===== src/rtl/keypad_scanner.sv =====
// ---- keypad_scanner: 4x5 key-matrix column scanner with press/release debounce ----
// ---- Rev 1.0 ----
`default_nettype none

module keypad_scanner #(
  parameter int SCAN_DIV       = 50000,
  parameter int DEBOUNCE_SCANS = 4
) (
  input  logic       clk,
  input  logic       rst_n,
  input  logic [3:0] row_in,
  output logic [4:0] col_drv,
  output logic [2:0] key_row,
  output logic [2:0] key_col,
  output logic       key_valid,
  output logic       key_press,
  output logic       key_release
);

  localparam int DW = (SCAN_DIV > 1) ? $clog2(SCAN_DIV) : 1;
  localparam int CW = $clog2(DEBOUNCE_SCANS + 1);
  localparam logic [DW-1:0] c_dwell_last = DW'(SCAN_DIV - 1);
  localparam logic [CW-1:0] c_cnt_done   = CW'(DEBOUNCE_SCANS);

  typedef enum logic [1:0] {
    S_SCAN     = 2'd0,
    S_DEBOUNCE = 2'd1,
    S_HELD     = 2'd2,
    S_RELEASE  = 2'd3
  } state_t;

  logic [3:0]    r_sync1, r_sync2;
  logic [DW-1:0] r_dwell;
  state_t        r_state, w_state_nxt;
  logic [2:0]    r_col, w_col_nxt;
  logic [1:0]    r_cand_row, w_cand_row_nxt;
  logic [2:0]    r_cand_col, w_cand_col_nxt;
  logic [CW-1:0] r_cnt, w_cnt_nxt;
  logic [2:0]    r_key_row, w_key_row_nxt;
  logic [2:0]    r_key_col, w_key_col_nxt;
  logic          r_key_valid, w_key_valid_nxt;
  logic          r_key_press, w_key_press_nxt;
  logic          r_key_release, w_key_release_nxt;

  logic          w_sample;
  logic          w_any_low;
  logic          w_cand_high;
  logic [1:0]    w_win_row;
  logic [CW-1:0] w_cnt_inc;
  logic [2:0]    w_col_adv;

  // Rows idle high, so the synchronizer resets to "no key".
  always_ff @(posedge clk or negedge rst_n) begin
    if (!rst_n) begin
      r_sync1 <= 4'hF;
      r_sync2 <= 4'hF;
      r_dwell <= '0;
    end else begin
      r_sync1 <= row_in;
      r_sync2 <= r_sync1;
      r_dwell <= w_sample ? '0 : r_dwell + DW'(1);
    end
  end

  assign w_sample    = (r_dwell == c_dwell_last);
  assign w_any_low   = ~&r_sync2;
  assign w_cand_high = r_sync2[r_cand_row];
  assign w_cnt_inc   = r_cnt + CW'(1);
  assign w_col_adv   = (r_col == 3'd4) ? 3'd0 : r_col + 3'd1;

  always_comb begin
    w_win_row = 2'd0;
    if      (!r_sync2[0]) w_win_row = 2'd0;
    else if (!r_sync2[1]) w_win_row = 2'd1;
    else if (!r_sync2[2]) w_win_row = 2'd2;
    else if (!r_sync2[3]) w_win_row = 2'd3;
  end

  always_ff @(posedge clk or negedge rst_n) begin
    if (!rst_n) begin
      r_state       <= S_SCAN;
      r_col         <= 3'd0;
      r_cand_row    <= 2'd0;
      r_cand_col    <= 3'd0;
      r_cnt         <= '0;
      r_key_row     <= 3'd0;
      r_key_col     <= 3'd0;
      r_key_valid   <= 1'b0;
      r_key_press   <= 1'b0;
      r_key_release <= 1'b0;
    end else begin
      r_state       <= w_state_nxt;
      r_col         <= w_col_nxt;
      r_cand_row    <= w_cand_row_nxt;
      r_cand_col    <= w_cand_col_nxt;
      r_cnt         <= w_cnt_nxt;
      r_key_row     <= w_key_row_nxt;
      r_key_col     <= w_key_col_nxt;
      r_key_valid   <= w_key_valid_nxt;
      r_key_press   <= w_key_press_nxt;
      r_key_release <= w_key_release_nxt;
    end
  end

  always_comb begin
    w_state_nxt       = r_state;
    w_col_nxt         = r_col;
    w_cand_row_nxt    = r_cand_row;
    w_cand_col_nxt    = r_cand_col;
    w_cnt_nxt         = r_cnt;
    w_key_row_nxt     = r_key_row;
    w_key_col_nxt     = r_key_col;
    w_key_valid_nxt   = r_key_valid;
    w_key_press_nxt   = 1'b0;
    w_key_release_nxt = 1'b0;
    if (w_sample) begin
      case (r_state)
        S_SCAN: begin
          if (w_any_low) begin
            w_cand_row_nxt = w_win_row;
            w_cand_col_nxt = r_col;
            w_cnt_nxt      = CW'(1);
            if (DEBOUNCE_SCANS == 1) begin
              w_key_row_nxt   = {1'b0, w_win_row} + 3'd1;
              w_key_col_nxt   = r_col + 3'd1;
              w_key_valid_nxt = 1'b1;
              w_key_press_nxt = 1'b1;
              w_state_nxt     = S_HELD;
            end else begin
              w_state_nxt = S_DEBOUNCE;
            end
          end else begin
            w_col_nxt = w_col_adv;
          end
        end
        S_DEBOUNCE: begin
          if (!w_cand_high) begin
            w_cnt_nxt = w_cnt_inc;
            if (w_cnt_inc == c_cnt_done) begin
              w_key_row_nxt   = {1'b0, r_cand_row} + 3'd1;
              w_key_col_nxt   = r_cand_col + 3'd1;
              w_key_valid_nxt = 1'b1;
              w_key_press_nxt = 1'b1;
              w_state_nxt     = S_HELD;
            end
          end else begin
            w_col_nxt   = w_col_adv;
            w_state_nxt = S_SCAN;
          end
        end
        S_HELD: begin
          if (w_cand_high) begin
            w_cnt_nxt = CW'(1);
            if (DEBOUNCE_SCANS == 1) begin
              w_key_row_nxt     = 3'd0;
              w_key_col_nxt     = 3'd0;
              w_key_valid_nxt   = 1'b0;
              w_key_release_nxt = 1'b1;
              w_col_nxt         = w_col_adv;
              w_state_nxt       = S_SCAN;
            end else begin
              w_state_nxt = S_RELEASE;
            end
          end
        end
        S_RELEASE: begin
          if (w_cand_high) begin
            w_cnt_nxt = w_cnt_inc;
            if (w_cnt_inc == c_cnt_done) begin
              w_key_row_nxt     = 3'd0;
              w_key_col_nxt     = 3'd0;
              w_key_valid_nxt   = 1'b0;
              w_key_release_nxt = 1'b1;
              w_col_nxt         = w_col_adv;
              w_state_nxt       = S_SCAN;
            end
          end else begin
            w_state_nxt = S_HELD;
          end
        end
        default: w_state_nxt = S_SCAN;
      endcase
    end
  end

  always_comb begin
    case (r_col)
      3'd0:    col_drv = 5'b11110;
      3'd1:    col_drv = 5'b11101;
      3'd2:    col_drv = 5'b11011;
      3'd3:    col_drv = 5'b10111;
      default: col_drv = 5'b01111;
    endcase
  end

  assign key_row     = r_key_row;
  assign key_col     = r_key_col;
  assign key_valid   = r_key_valid;
  assign key_press   = r_key_press;
  assign key_release = r_key_release;

endmodule

`default_nettype wire


===== config.mk =====
export PLATFORM = sky130hd
export DESIGN_NAME = keypad_scanner
export DESIGN_NICKNAME = d
export VERILOG_FILES = /design/src/rtl/keypad_scanner.sv
export SDC_FILE = /design/constraint.sdc
export NUM_CORES = 1
export LEC_CHECK = 0
export BUFFER_PORTS_ARGS = -buffer_cell sky130_fd_sc_hd__buf_2
export CORE_MARGIN = 2
export CORE_UTILIZATION = 40
export DETAILED_ROUTE_END_ITERATION = 16
export GPL_TIMING_DRIVEN = 1
export PLACE_DENSITY = 0.57
export SETUP_SLACK_MARGIN = 0.1
export SYNTH_ARGS = -nofsm -noshare
export SYNTH_HDL_FRONTEND = slang
export SYNTH_SLANG_ARGS = --single-unit

===== constraint.sdc =====
create_clock -name clk -period 2.25 [get_ports clk]
set_clock_uncertainty 0.15 [all_clocks]
set_input_delay 0.225 -clock clk [delete_from_list [all_inputs] [get_ports clk]]
set_output_delay 0.225 -clock clk [all_outputs]
set_load 0.005 [all_outputs]

==> results.sh <==
export IMPL_outcome="complete, but fails checks"
export IMPL_violations="negative setup slack"
export IMPL_post_route_drc_count=0
export IMPL_pre_cts_slack_ns=-0.2204
export IMPL_postSynthNetCount=214
export IMPL_io_pins=20
export IMPL_max_vdd_ir_drop_mv=0.4623
export IMPL_grt_max_degree=47
export IMPL_finalSetupTns_ns=-1.387
export IMPL_groute_usage_overall_pct=15.28
export IMPL_utilization_pct=54.96
export IMPL_synth_top_area_share_pct=43.83
export IMPL_cap_violations=0
export IMPL_cts_inserted_buffers=5
export IMPL_floorplan_die_area_mm2=0.006029
export IMPL_cell_area_after_placement_mm2=0.002535
export IMPL_netlist_top_cells_area="dfrtp_1 (44%), dfstp_2 (9.7%), ha_1 (5.8%)"
export IMPL_post_synth_top_area_cell="dfrtp_1"
export IMPL_num_rows=26
export IMPL_synth_area_mm2=0.002170
export IMPL_clock_latency_ns=0.29
export IMPL_final_hold_violation_count=0
export IMPL_worst_slew_margin_rel_pct=60.56
export IMPL_ctsRootBufferMaster="clkbuf_8"
export IMPL_drt_first_pass_iters=4
export IMPL_power_static_leakage_nw=1.359
export IMPL_areaGrowthSynthToFinish_pct=31.03
export IMPL_timing_max_transition_violations_final=0
export IMPL_layout_nets=275
export IMPL_number_of_instances_in_the_synthesized_netlist=198
export IMPL_hp_class="flip-flop to flip-flop"
export IMPL_h_tree_depth=2
export IMPL_dp_cells=310
export IMPL_wl_mm=4.122
export IMPL_arrival_ns=2.49
export IMPL_core_area_mm2=0.005172
export IMPL_cp_max_fo=5
export IMPL_cts_num_sinks=46
export IMPL_path_class="flip-flop to flip-flop"
export IMPL_half_perimeter_wire_length_after_placement_mm=2.867
export IMPL_critical_path_endpoint_type="flip-flop"
export IMPL_grt_pass1_wl_mm=7.217
export IMPL_worstMarginPinSlew_ns=0.5862
export IMPL_drt_vias_per_instance=4.852
export IMPL_ys_types=41
export IMPL_die_width_um=77.65
export IMPL_postRouteAntennaNets=0
export IMPL_report_final_setup_viol=11
export IMPL_port_buffers=19
export IMPL_detail_route_iter0_violations=53
export IMPL_tmin_final_ns=2.446
export IMPL_synth_edf_count=0
export IMPL_post_synth_cell_area_avg_um2=10.96
export IMPL_timing_final_ws_setup_ns=-0.1958
export IMPL_initial_utilization_pct=41.94
export IMPL_clock_slew_seen_by_the_registers_of_the_worst_setup_and_hold_paths_ns=0.09
export IMPL_power_per_cell_area_mw_per_mm2=486.5
export IMPL_max_clock_freq_mhz=408.9
export IMPL_synth_ff_type="dfrtp_1"
export IMPL_cts_tree="done"
export IMPL_die_height_um=77.65
export IMPL_final_area_mm2=0.002843
export IMPL_total_power_mw=1.383
export IMPL_synth_yosys_seq_area_share_pct=53.52
export IMPL_clock_path_buffers=2
export IMPL_num_antenna_cells=0
export IMPL_vias=1601
export IMPL_postSynth_asyncResetShare_pct=100.0
export IMPL_unrepaired_setup_endpoints_after_global_routing="true"
export IMPL_critical_path_launch_point_type="flip-flop"
export IMPL_post_route_cells_drive_above_1_share_pct=39.23
export IMPL_final_cell_count_no_fill=330
export IMPL_required_ns=2.29
export IMPL_grt_ovfl_total=0
export IMPL_first_global_vias=1553
export IMPL_postSynthRegisterBits=46
export IMPL_synth_warning_count=0
export IMPL_routed_wire_length_per_instance_um=12.49
export IMPL_gp_routability_congestion=0.7515
export IMPL_layout_worst_path_cycle_share_pct=108.7
export IMPL_initial_antenna_violation_count=0
export IMPL_holdWs_ns=0.2089
cell usage after synthesis, drive strengths merged, types with 3 or more instances:
cell and instances:
dfrtp 38, nand4 3, inv 9, xnor2 9
xor2 8, a22o 3, nor3 5, nand2 20
clkbuf 3, dfstp 8, o21ai 12, nand3 13
a21oi 5, ha 10, and3 5, nand3b 3
nor2 15, o211ai 3, nor4 5
routing by layer:
metal | global-route usage, % | wire [um] | vias up | share of wire [%]
met3 | 3.488 | 108 | 4 | 2.6
met2 | 25.86 | 2040 | 19 | 49
met5 | 0 | 0 | - | 0
li1 | - | - | 816 | -
met1 | 19.12 | 1935 | 762 | 47
met4 | 5.357 | 37 | 0 | 0.90
layout make-up:
| cell class | count | area (um2) |
|---|---|---|
| fillers | 463 | 2330 |
| flip-flops and latches | 46 | 1162 |
| multi-input cells | 139 | 1047 |
| repair buffers | 58 | 419.2 |
| well taps | 70 | 87.58 |
| clock buffers | 5 | 68.82 |
| inverters | 9 | 36.28 |
| clock inverters | 3 | 21.27 |
registers in the layout (all words and copies together), names as in the netlist, named ones only:
name	cells
r_sync1	4
r_col	3
r_dwell	16
r_state	1
key_col	3
key_press	1
r_cand_col	3
key_valid	1
r_cand_row	2
r_cnt	3
key_release	1
r_sync2	4
key_row	3
final timing paths:
kind	startpoint	to	slack, ns	cells past startpoint
max in group asynchronous	rst_n	r_col[2]	1.15	3
max	r_dwell[12]	r_cand_col[1]	-0.20	5
min reg2reg	r_sync1[0]	r_sync2[0]	0.21	0
min in group asynchronous	rst_n	key_valid	0.39	3
max reg2reg	r_dwell[12]	r_cand_col[1]	-0.20	5
min	r_sync1[0]	r_sync2[0]	0.21	0
layout by cell type (no fill, tap or decap), drive strengths merged:
cell          n
mux2          2
nor2b         1
xor2          8
nand4         3
clkinv        2
o21bai        1
and2          2
ha           10
nor4          5
nand2b        1
or4           1
a31oi         1
nor3b         1
clkinvlp      1
nand4bb       1
mux4          1
nand2        20
inv           9
xnor2         9
o21ai        12
o211ai        3
mux2i         1
or3b          1
dlygate4sd3   5
or2           1
nand3b        3
a21o          1
a22o          3
dfrtp        38
and3          5
or4bb         1
nor3          5
buf          53
nand3        13
or4b          3
dfstp         8
clkbuf        5
a21oi         5
nor2         15
power breakdown:
group          switching, mW  internal (mW)
clock                  0.281          0.218
sequential           0.00507          0.839
combinational         0.0248         0.0149
total                  0.311           1.07
logic make-up after synthesis:
logic type,share of synthesized area (%)
XOR/XNOR,6.863
multiplexers,2.537
flip-flops,53.52
AO/OA/AOI/OAI,8.016
AND/OR/NAND/NOR,20.47
adder cells (fa/ha/maj),5.767
buffers and inverters,2.825
repair_timing:
item / in CTS / in global routing
gates resized for setup: 16 / 16
hold buffers: 5 / 0
buffers inserted: 4 / 2
pin swaps: 10 / 10
gates cloned: 1 / 0
setup endpoints to repair: 22 / 22
endpoints found under the hold margin: 42 / 0
worst max-delay path, cell delays in order, from the launching register on:
cell and delay, ns:
dfrtp_1 0.40, or4b_4 0.55, or4_4 0.53, or4b_4 0.56, nand2_2 0.10, o21ai_2 0.05
(Power assumes the default switching activity.)
